### src/rtl/mmss_up_counter.sv
// ============================================================================
// Module   : mmss_up_counter
// Brief    : MM:SS BCD up-counter with IDLE/RUN/PAUSED control, preset load,
//            rollover pulse and optional lap freeze (macro MMSS_LAP_EN).
// Revision : 1.0 - initial release
// ============================================================================
`default_nettype none

module mmss_up_counter #(
    parameter int MIN_TENS_MAX = 5
) (
    input  logic        clk,
    input  logic        reset,
    input  logic        tick,
    input  logic        start,
    input  logic        stop,
    input  logic        clear,
    input  logic        load,
    input  logic [15:0] datain,
    input  logic        lap,
    output logic [3:0]  sec_ones,
    output logic [3:0]  sec_tens,
    output logic [3:0]  min_ones,
    output logic [3:0]  min_tens,
    output logic        running,
    output logic        wrap,
    output logic        zero
);

    localparam logic [3:0] c_SO_MAX = 4'd9;
    localparam logic [3:0] c_ST_MAX = 4'd5;
    localparam logic [3:0] c_MO_MAX = 4'd9;
    localparam logic [3:0] c_MT_MAX = 4'(MIN_TENS_MAX);

    typedef enum logic [1:0] {
        S_IDLE   = 2'd0,
        S_RUN    = 2'd1,
        S_PAUSED = 2'd2
    } state_t;

    state_t     r_state;
    state_t     w_state_nxt;

    logic [3:0] r_so;
    logic [3:0] r_st;
    logic [3:0] r_mo;
    logic [3:0] r_mt;
    logic       r_wrap;

    logic       w_adv;
    logic       w_so_max;
    logic       w_st_max;
    logic       w_mo_max;
    logic       w_mt_max;
    logic       w_at_max;
    logic [15:0] w_live;
    logic [15:0] w_disp;

    function automatic logic [3:0] f_clamp(input logic [3:0] d, input logic [3:0] mx);
        return (d > mx) ? mx : d;
    endfunction

    // ------------------------------------------------------------------------
    // Control FSM
    // ------------------------------------------------------------------------
    always_ff @(posedge clk or posedge reset) begin
        if (reset) begin
            r_state <= S_IDLE;
        end else begin
            r_state <= w_state_nxt;
        end
    end

    // Priority clear > load > stop > start; stop swallows a coincident start.
    always_comb begin
        w_state_nxt = r_state;
        if (clear) begin
            w_state_nxt = S_IDLE;
        end else if (load) begin
            w_state_nxt = r_state;
        end else if (stop) begin
            if (r_state == S_RUN) begin
                w_state_nxt = S_PAUSED;
            end
        end else if (start) begin
            if (r_state != S_RUN) begin
                w_state_nxt = S_RUN;
            end
        end
    end

    // A tick only counts when nothing of higher priority is present.
    assign w_adv    = (r_state == S_RUN) && tick && !clear && !load && !stop && !start;

    assign w_so_max = (r_so == c_SO_MAX);
    assign w_st_max = (r_st == c_ST_MAX);
    assign w_mo_max = (r_mo == c_MO_MAX);
    assign w_mt_max = (r_mt == c_MT_MAX);
    assign w_at_max = w_so_max && w_st_max && w_mo_max && w_mt_max;

    // ------------------------------------------------------------------------
    // BCD digit chain and rollover pulse
    // ------------------------------------------------------------------------
    always_ff @(posedge clk or posedge reset) begin
        if (reset) begin
            r_so   <= 4'd0;
            r_st   <= 4'd0;
            r_mo   <= 4'd0;
            r_mt   <= 4'd0;
            r_wrap <= 1'b0;
        end else begin
            r_wrap <= 1'b0;
            if (clear) begin
                r_so <= 4'd0;
                r_st <= 4'd0;
                r_mo <= 4'd0;
                r_mt <= 4'd0;
            end else if (load) begin
                r_mt <= f_clamp(datain[15:12], c_MT_MAX);
                r_mo <= f_clamp(datain[11:8],  c_MO_MAX);
                r_st <= f_clamp(datain[7:4],   c_ST_MAX);
                r_so <= f_clamp(datain[3:0],   c_SO_MAX);
            end else if (w_adv) begin
                r_wrap <= w_at_max;
                r_so   <= w_so_max ? 4'd0 : r_so + 4'd1;
                if (w_so_max) begin
                    r_st <= w_st_max ? 4'd0 : r_st + 4'd1;
                    if (w_st_max) begin
                        r_mo <= w_mo_max ? 4'd0 : r_mo + 4'd1;
                        if (w_mo_max) begin
                            r_mt <= w_mt_max ? 4'd0 : r_mt + 4'd1;
                        end
                    end
                end
            end
        end
    end

    assign w_live = {r_mt, r_mo, r_st, r_so};

    // ------------------------------------------------------------------------
    // Optional lap freeze of the displayed value
    // ------------------------------------------------------------------------
`ifdef MMSS_LAP_EN
    logic        r_frozen;
    logic [15:0] r_cap;

    always_ff @(posedge clk or posedge reset) begin
        if (reset) begin
            r_frozen <= 1'b0;
            r_cap    <= 16'd0;
        end else if (clear || load) begin
            r_frozen <= 1'b0;
        end else if (lap && (r_state == S_RUN)) begin
            r_frozen <= ~r_frozen;
            if (!r_frozen) begin
                r_cap <= w_live;
            end
        end
    end

    assign w_disp = r_frozen ? r_cap : w_live;
`else
    logic w_unused_lap;
    assign w_unused_lap = lap;
    assign w_disp       = w_live;
`endif

    assign min_tens = w_disp[15:12];
    assign min_ones = w_disp[11:8];
    assign sec_tens = w_disp[7:4];
    assign sec_ones = w_disp[3:0];
    assign running  = (r_state == S_RUN);
    assign wrap     = r_wrap;
    assign zero     = (w_live == 16'd0);

endmodule

`default_nettype wire

### config.mk
export PLATFORM = sky130hd
export DESIGN_NAME = mmss_up_counter
export DESIGN_NICKNAME = d
export VERILOG_FILES = /design/src/rtl/mmss_up_counter.sv
export SDC_FILE = /design/constraint.sdc
export NUM_CORES = 1
export LEC_CHECK = 0
export ABC_CLOCK_PERIOD_IN_PS = 1800
export BUFFER_PORTS_ARGS = -buffer_cell sky130_fd_sc_hd__buf_2
export CAP_MARGIN = 20
export CORE_MARGIN = 10
export CORE_UTILIZATION = 30
export DETAILED_ROUTE_END_ITERATION = 16
export MAX_ROUTING_LAYER = met4
export SETUP_SLACK_MARGIN = 0.05
export SLEW_MARGIN = 20
export SYNTH_ARGS = -nofsm -noshare
export SYNTH_HDL_FRONTEND = slang
export SYNTH_SLANG_ARGS = --single-unit
### constraint.sdc
create_clock -name clk -period 1.8 [get_ports clk]
set_clock_uncertainty 0.15 [all_clocks]
set_input_delay 0.18 -clock clk [delete_from_list [all_inputs] [get_ports clk]]
set_output_delay 0.18 -clock clk [all_outputs]
set_load 0.1 [all_outputs]
# ---- After elaboration in Yosys (flattened, before gate mapping)
# Index checks and enable logic that the tools add are counted.
dict set report word_totals {
  word_cells 80
  out_inout_bits 19
  regBits 19
  input_bits 24
}
dict set report classes {
  add_sub_neg 4
  eq_ne 8
  muxes 35
  reduce_logical 23
  order_cmp 4
}
# op count
set op_table {}
lappend op_table {{$mux 4} 26}
lappend op_table {{$reduce_bool 3->1} 6}
lappend op_table {{$add 4x1->4 const B} 4}
lappend op_table {{$logic_not 16->1} 1}
lappend op_table {{$mux 2} 6}
lappend op_table {{$eq 4x3->1 const B} 2}
lappend op_table {{$eq 4x4->1 const B} 2}
lappend op_table {{$gt 4x3->1 const B} 2}
lappend op_table {{$gt 4x4->1 const B} 2}
lappend op_table {{$logic_and 1x1->1} 8}
lappend op_table {{$reduce_and 4->1} 2}
lappend op_table {{$logic_not 1->1} 4}
lappend op_table {{$mux 1} 3}
lappend op_table {{$ne 3x1->1 const B} 1}
lappend op_table {{$reduce_and 3->1} 1}
lappend op_table {{$eq 2x1->1 const B} 1}
lappend op_table {{$ne 2x1->1 const B} 1}
lappend op_table {{$ne 2x2->1 const B} 1}
lappend op_table {{$reduce_and 2->1} 1}

# ---- Depth between registers and ports, before layout
# Gate-level depths: netlist of run 1.
dict set report logic_depth {
  ltp_word 9
  ltp_mapped 7
  depth_no_buf 6
}

# ---- Worst setup path after synthesis of run 1
# Ideal clock, no wire load.
dict set report synth_path {
  path_kind {flip-flop to flip-flop}
  start {register r_st[1] (netlist: sec_tens[1])}
  end {register r_mo[3] (netlist: min_ones[3])}
  arrival_ps 2243
  path_buffers 1
  required_time_ps 1530
  period_less_slack_ps 2513
  setup_slack_ps -713
  stages_incl_launch_ff 8
  setup_ps 120
  path_cell_list {dfrtp_1 -> inv_1 -> ha_1 -> and3b_1 -> and3_1 -> buf_2 -> a32o_1 -> a31o_2}
}
dict set report synth_via {
  elab_chain_cells 3
}
# element line
set synth_lines {}
lappend synth_lines {{from (decl)} 45} ;# logic [3:0] r_st;
lappend synth_lines {{from (signal assigned)} 121} ;# r_st <= f_clamp(datain[7:4], c_ST_MAX);
lappend synth_lines {{from (signal assigned)} 127} ;# r_st <= w_st_max ? 4'd0 : r_st + 4'd1;
lappend synth_lines {{$eq 4x3->1} 96} ;# assign w_st_max = (r_st == c_ST_MAX);
lappend synth_lines {{$reduce_bool 3->1 (no source line)} --}
lappend synth_lines {{$reduce_and 3->1 (no source line)} --}
lappend synth_lines {{to (signal assigned)} 120} ;# r_mo <= f_clamp(datain[11:8], c_MO_MAX);
lappend synth_lines {{to (signal assigned)} 129} ;# r_mo <= w_mo_max ? 4'd0 : r_mo + 4'd1;
lappend synth_lines {{to (decl)} 46} ;# logic [3:0] r_mo;
# No other way between the ends.
# A chain may end at the register's enable or synchronous reset.

# ---- Final worst setup path of run 1
dict set report layout_path {
  start {register r_mo[0] (netlist: min_ones[0])}
  end {output port zero}
}
dict set report layout_via {
  elab_chain_cells 1
}
# element line
set layout_lines {}
lappend layout_lines {{$logic_not 16->1} 175} ;# assign zero = (w_live == 16'd0);
lappend layout_lines {{to (decl)} 27} ;# output logic zero
# No other way between the ends.

==> out/results.txt, run 1 <==
Max stage delay on crit path: 510 ps
Nets: 267
critical path capture point type: primary output
hold depth: 2
floorplan row count: 25
GPL Wtd Cong: 0.8487
Antenna diodes: 0
crit-path max FO: 2
Filler cells: 444
Routed Wire Length: 4.346 mm
Final Cycle Share: 107.4%
outcome: finished with violations
# Max-Cap Violations: 0
Avg Vias per Cell: 5.046
WHS Endpoint: r_state[0]$_DFFE_PP0P_
fmax: 517.5 MHz
Avg WL per Cell: 15.30 um
failing checks: negative setup slack
die area: 0.007929 sq mm
root buf cell: clkbuf_8
startpoint types: flop
prevailing post-synth register cell: dfrtp_1
first-pass iteration count of the detailed router: 4
unrepaired setup endpoints after global routing: yes
endpoints failing hold: 0
Seq/Total Area, Yosys: 33.25%
LEAKAGE: 1.036 nW
initial core utilization: 30.68%
Mapped Cells: 154
layout cells sized above 1: 56.52%
Skew-Pair Late Insertion Delay: 260 ps
Worst EP arrival: 1600 ps
critical path required time: 1470 ps
Core Util, Final: 48.70%
total congestion overflow: 0
first-pass GRT wire length: 7.217 mm
Total GRT Usage: 11.65%
worst hold path class: in -> reg
number of CTS-inserted buffers: 3
Final min period: 1932 ps
mapped cell area: 0.001430 sq mm
EDFF count, synth: 0
Async S/R FF share, synth: 100.0%
headroom to the max-slew limit: 67.78%
clock sink total: 19
R2R depth: 6
HPWL Detailed: 3.326 mm
pwr dens: 598.9 mW/mm^2
FF-to-FF Start: sec_ones[0]$_DFFE_PP0P_
PortBufs: 41
RR Endpoint: sec_tens[1]$_DFFE_PP0P_
Setup CP Type: reg -> out
Place WS: -94.24 ps
slowest CP cell: dfrtp_4
top-level I/O count: 43
maximum number of pins on one net before global-route repair: 20
Placeable Area: 0.004661 sq mm
Die Y-Extent: 89.05 um
DR iter-0 viols: 62
die width: 89.05 um
CTS tree: done
Worst-Margin Slew: 471.2 ps
Max Slew Vio Count: 0
Hold Startpoint: clear
Max H-tree Level: 1
Yosys warnings: 0
Synth Area per Inst: 9.287 sq um
area growth from synthesis to layout: 58.71%
vias in the first global route: 1,501
vias: 1,433
clk buf depth: 2
Synth Register Bits: 19
critical path, cell by cell: inv_4, ha_4, nor4bb_2, and3_4, buf_12
worst vdd ir: 352.4 uV
clock-pin transition on the worst setup and hold timing paths: 70 ps
initial antenna violation count: 0
Synth cell types: 40
Setup Viol. Count Final: 12
syn nets: 190
final antenna-violating net count: 0
R2R setup slack: -100 ps
# DRC: 0
final setup margin: -132.4 ps
==> worst max-delay path by stage <==
stage	start	to	slack, ps	cells after the start
3_3_place_gp	sec_ones[1]$_DFFE_PP0P_	min_tens[1]$_DFFE_PP0P_	-80	6
3_5_place_dp	sec_ones[1]$_DFFE_PP0P_	min_tens[1]$_DFFE_PP0P_	-90	6
4_1_cts	min_ones[0]$_DFFE_PP0P_	zero	-130	5
2_1_floorplan	sec_ones[1]$_DFFE_PP0P_	min_ones[3]$_DFFE_PP0P_	-230	7
6_report	min_ones[0]$_DFFE_PP0P_	zero	-130	5
5_1_grt	sec_ones[0]$_DFFE_PP0P_	min_tens[1]$_DFFE_PP0P_	-180	6
==> final cells by class <==
cell class                      instances  area [sq um]  area share [%]
Clock buffer                            4         45.04           1.985
Multi-Input combinational cell        120          1052           46.36
Inverter                               10         45.04           1.985
Tap cell                               54         67.56           2.977
Timing Repair Buffer                   77         546.8           24.09
Sequential cell                        19         513.0           22.60
==> flip-flops by register name, summed over array words and instances, names as in the netlist <==
register and flops:
min_ones 4, min_tens 4, r_state 2, sec_ones 4, sec_tens 4, wrap 1
==> report_power, final <==
group	switching [W]	total, W	leakage, nW	internal [W]
clock	0.000147	0.000305	0.0228	0.000158
sequential	0.0000336	0.000495	0.229	0.000462
combinational	0.000355	0.000559	0.785	0.000204
total	0.000536	0.00136	1.04	0.000824
==> cell usage in the layout (no fill, tap or decap), types with 4 or more instances in the layout <==
master    n
ha_4      4
dfrtp_2   9
nand2_1   7
inv_1     5
buf_2    38
buf_4    27
mux2i_1   6
o21ai_0   7
a21oi_1   4
nor2_1   14
ha_1      7
buf_6     5
dfrtp_4   7
nand3_1   4
and3b_1   4
nor2b_1   4
==> layer usage <==
metal  track usage [%]  vias up  wire (um)  share of wire, %
li1                  -      722          -                 -
met2             17.35       35       1879                43
met5                 -        -          0                 0
met1             15.73      672       2181                50
met4             2.168        0         37              0.85
met3             2.826        4        248               5.7
==> timing repair <==
item | in CTS | in global routing
hold buffers | 3 | 0
endpoints found under the hold margin | 21 | 0
pin swaps | 16 | 13
endpoints found under the setup margin | 10 | 17
gates resized for setup | 21 | 14
setup buffers | 8 | 3
==> critical path, delay by kind of cell (launching register included) <==
family | cells | cell delay [ps]
DFF | 1 | 510
adders and majority gates | 1 | 110
buffers and inverters | 2 | 240
and+or+nand+nor | 2 | 490
==> cell families (layout without fill, tap and decap cells) <==
kind of cell | count (synthesis) | in the layout | share of synthesized area [%]
DFF | 19 | 19 | 33.25
adders and majority gates | 12 | 12 | 10.50
AOI/OAI and AO/OA | 37 | 37 | 18.55
muxes | 8 | 8 | 5.774
and+or+nand+nor | 63 | 63 | 27.91
buffers and inverters | 15 | 91 | 4.024
==> cells in the mapped netlist (all sizes together) (2+ instances only) <==
| library cell | number | area share, % |
|---|---|---|
| a211oi | 5 | 2.6 |
| a21oi | 6 | 2.1 |
| a221oi | 2 | 1.2 |
| a31o | 2 | 1.2 |
| a32o | 3 | 2.1 |
| and3 | 4 | 1.7 |
| and3b | 5 | 3.1 |
| and4b | 2 | 1.6 |
| clkbuf | 4 | 1.0 |
| dfrtp | 19 | 33 |
| ha | 12 | 10 |
| inv | 10 | 2.6 |
| mux2 | 2 | 1.6 |
| mux2i | 6 | 4.2 |
| nand2 | 8 | 2.1 |
| nand2b | 2 | 0.87 |
| nand3 | 5 | 1.7 |
| nand3b | 2 | 1.0 |
| nand4 | 2 | 0.87 |
| nor2 | 15 | 3.9 |
| nor2b | 4 | 1.7 |
| nor3 | 3 | 1.0 |
| nor4b | 2 | 3.3 |
| nor4bb | 2 | 1.4 |
| o21a | 2 | 1.0 |
| o21ai | 9 | 3.1 |
| o21bai | 2 | 1.0 |
| or3 | 2 | 0.87 |
==> stage by stage <==
stage / hold WS [ps] / setup TNS (ps) / instance area, sq um / std cells / power (W)
floorplan: -19.35 / -1380 / 1508 / 154 / 0.0008286
global placement: 63.45 / -151.5 / 1956 / 267 / 0.0009825
detailed placement: 70.24 / -216.5 / 1956 / 267 / 0.0009856
CTS: 30.31 / -593.6 / 2197 / 282 / 0.001347
global route: 29.91 / -1639 / 2270 / 284 / 0.001432
finish: 20.68 / -763.1 / 2270 / 284 / 0.001359
(Power assumes the default switching activity.)
==> run 2: changes to the inputs <==
Settings changed: ABC_AREA set to 1, CORE_MARGIN 10 to not set, CTS_CLUSTER_DIAMETER set to 50.
==> out/results.txt, run 2 <==
Async S/R FF share, synth: 100.0% (unchanged)
LEAKAGE: 1.121 nW (+8.2%)
Max stage delay on crit path: 520 ps (about the same)
synth top area cells: dfrtp_1, nand2_1, ha_1
post-synth top area share: 30.97% (-2.3 points)
initial core utilization: 31.87% (+1.2 points)
maximum number of pins on one net before global-route repair: 20 (unchanged)
R2R setup slack: 30 ps (+130 ps)
Antenna diodes: 0 (unchanged)
Comb power frac: 48.2% (+7.1 points)
Max H-tree Level: 1 (unchanged)
clock sink total: 19 (unchanged)
Final Cycle Share: 104.4% (-2.9 points)
outcome: finished with violations
Final min period: 1879 ps (-53.00 ps)
Avg Vias per Cell: 4.562 (-9.6%)
Place WS: 118.8 ps (+213.1 ps)
EDFF count, synth: 0 (unchanged)
R2R depth: 9 (+3)
root buf cell: clkbuf_8
die width: 73.54 um (-17%)
crit-path max FO: 6 (+4)
Nets: 324 (+21%)
slowest CP cell: dfrtp_4
Flop pwr share: 32.7% (-3.7 points)
die area: 0.005407 sq mm (-32%)
Max Slew Vio Count: 0 (unchanged)
mapped cell area: 0.001535 sq mm (+7.3%)
headroom to the max-slew limit: 67.03% (-0.75 points)
clock-pin transition on the worst setup and hold timing paths: 80 ps (about the same)
Setup Viol. Count Final: 1 (-11)
hold slack: 78.28 ps (+57.60 ps)
Worst-Margin Slew: 498.0 ps (+26.81 ps)
Skew-Pair Late Insertion Delay: 270 ps (about the same)
fmax: 532.1 MHz (+2.8%)
most frequent cells in the layout: nand2_1, buf_2, nand3_1
Sw Ratio: 48.16% (+8.8 points)
# Max-Cap Violations: 0 (unchanged)
layout cells sized above 1: 38.33% (-18 points)
Synth Area per Inst: 6.733 sq um (-27%)
Synth cell types: 23 (-43%)
worst hold path class: in -> reg
Yosys warnings: 0 (unchanged)
P_int: 0.0008637 W (+4.9%)
Commonest cells post-synth: nand2_1, inv_1, nand3_1
Synth Register Bits: 19 (unchanged)
Avg WL per Cell: 11.24 um (-27%)
first-pass GRT wire length: 6.686 mm (-7.4%)
Non-Filler Instances: 354 (+25%)
Placeable Area: 0.004817 sq mm (+3.4%)
final antenna-violating net count: 0 (unchanged)
hold depth: 4 (+2)
Total GRT Usage: 16.66% (+5.0 points)
critical path capture point type: primary output
Filler cells: 529 (+19%)
RR Endpoint: min_ones[0]$_DFFE_PP0P_
clk buf depth: 2 (unchanged)
CTS tree: done
area growth from synthesis to layout: 37.49%
syn nets: 264 (+39%)
worst vdd ir: 532.5 uV (+51%)
Core Util, Final: 43.82% (-4.9 points)
endpoints failing hold: 0 (unchanged)
Buffers & Inverters on Critical Path: 2 (unchanged)
failing checks: negative setup slack
final setup margin: -79.35 ps (+53.00 ps)
floorplan row count: 25 (unchanged)
Worst EP arrival: 1550 ps (-50 ps)
startpoint types: flop
Clk pwr share: 19.1% (-3.3 points)
Hold Startpoint: stop
Top delay family on crit path: flip-flops
top-level I/O count: 43 (unchanged)
Synth area leader: dfrtp_1
PortBufs: 41 (unchanged)
Seq/Total Area, Yosys: 30.97% (-2.3 points)
count leader, synth: nand2_1
HPWL Detailed: 2.936 mm (-12%)
pwr dens: 789.4 mW/mm^2 (+32%)
Die Y-Extent: 73.54 um (-17%)
CP startpoint: min_ones[0]$_DFFE_PP0P_
first-pass iteration count of the detailed router: 4 (unchanged)
commonest non-fill, non-tap cell in the layout: nand2_1
vias: 1,615 (+13%)
dpl cells: 339 (+27%)
prevailing post-synth register cell: dfrtp_1
vias in the first global route: 1,487 (-0.93%)
total congestion overflow: 0 (unchanged)
# DRC: 0 (unchanged)
GPL Wtd Cong: 0.8021 (-5.5%)
DR iter-0 viols: 104 (+68%)
unrepaired setup endpoints after global routing: yes
WHS Endpoint: r_state[0]$_DFFE_PP0P_
Sw Pwr: 0.0008024 W (+50%)
FF-to-FF Start: sec_tens[0]$_DFFE_PP0P_
Mapped Cells: 228 (+48%)
initial antenna violation count: 0 (unchanged)
critical path required time: 1470 ps (about the same)
Setup CP Type: reg -> out
Routed Wire Length: 3.980 mm (-8.4%)
number of CTS-inserted buffers: 3 (unchanged)
critical path, cell by cell: inv_4, ha_4, nand3b_1, nor3_4, buf_12
[run 2: final cells by class]
cell class	count	area (sq um)	share of cell area (%)
Clock buffer	3	41.29	1.956
Clock inverter	1	5.005	0.2371
Inverter	34	137.6	6.520
Multi-Input combinational cell	172	977.2	46.30
Sequential cell	19	515.5	24.42
Tap cell	67	83.83	3.972
Timing Repair Buffer	58	350.3	16.60
[run 2: worst reg2reg max path, cell delays in order, from the launching register on]
cell	delay (ps)
dfrtp_4	490
buf_4	160
ha_1	190
nand3_1	150
nand2_1	150
nand2_2	130
inv_1	60
nand2_2	100
nand2_1	60
nand2_1	60
[run 2: per-stage QoR]
| step | setup TNS, ps | instance area, sq um | total power (W) |
|---|---|---|---|
| after floorplan | -318.3 | 1589 | 0.001108 |
| after global placement | 0 | 1904 | 0.001260 |
| after detailed placement | 0 | 1904 | 0.001263 |
| after CTS | -92.81 | 2036 | 0.001625 |
| after global routing | -871.9 | 2111 | 0.001772 |
| final | -79.35 | 2111 | 0.001666 |
[run 2: logic make-up after synthesis]
logic type	synth area share, %
AND/OR/NAND/NOR	39.93
buffers and inverters	10.51
AO/OA/AOI/OAI	7.091
flip-flops	30.97
adder cells (fa/ha/maj)	9.780
XOR/XNOR	1.712
[run 2: per-layer routing]
layer  vias to the layer above  routed length (um)  track usage (%)
li1                        836                   -                -
met1                       746                1962            22.64
met2                        29                1856            25.79
met3                         4                 117            2.058
met4                         0                  44            5.128
met5                         -                   0                -
[run 2: power groups by stage]
stage	clock, W	sequential, W	combinational [W]
3_5_place_dp	0	0.000565	0.000697
6_report	0.000319	0.000544	0.000803
2_1_floorplan	0	0.000836	0.000272
4_1_cts	0.000325	0.000546	0.000754
3_3_place_gp	0	0.000566	0.000694
5_1_grt	0.000349	0.000551	0.000872
[run 2: timing repair]
action,in CTS,in global routing
pin swaps,3,2
hold endpoints to repair,19,0
cloned,0,0
setup endpoints to repair,1,12
resized for setup,9,10
buffers inserted,6,4
hold buffers,1,0
[run 2: worst max-delay path by stage]
| stage | end | slack, ps | cells after the start |
|---|---|---|---|
| after floorplan | zero | -320 | 4 |
| after global placement | min_ones[3]$_DFFE_PP0P_ | 100 | 8 |
| after detailed placement | min_ones[3]$_DFFE_PP0P_ | 120 | 8 |
| after CTS | zero | -90 | 5 |
| after global routing | zero | -110 | 5 |
| final | zero | -80 | 5 |
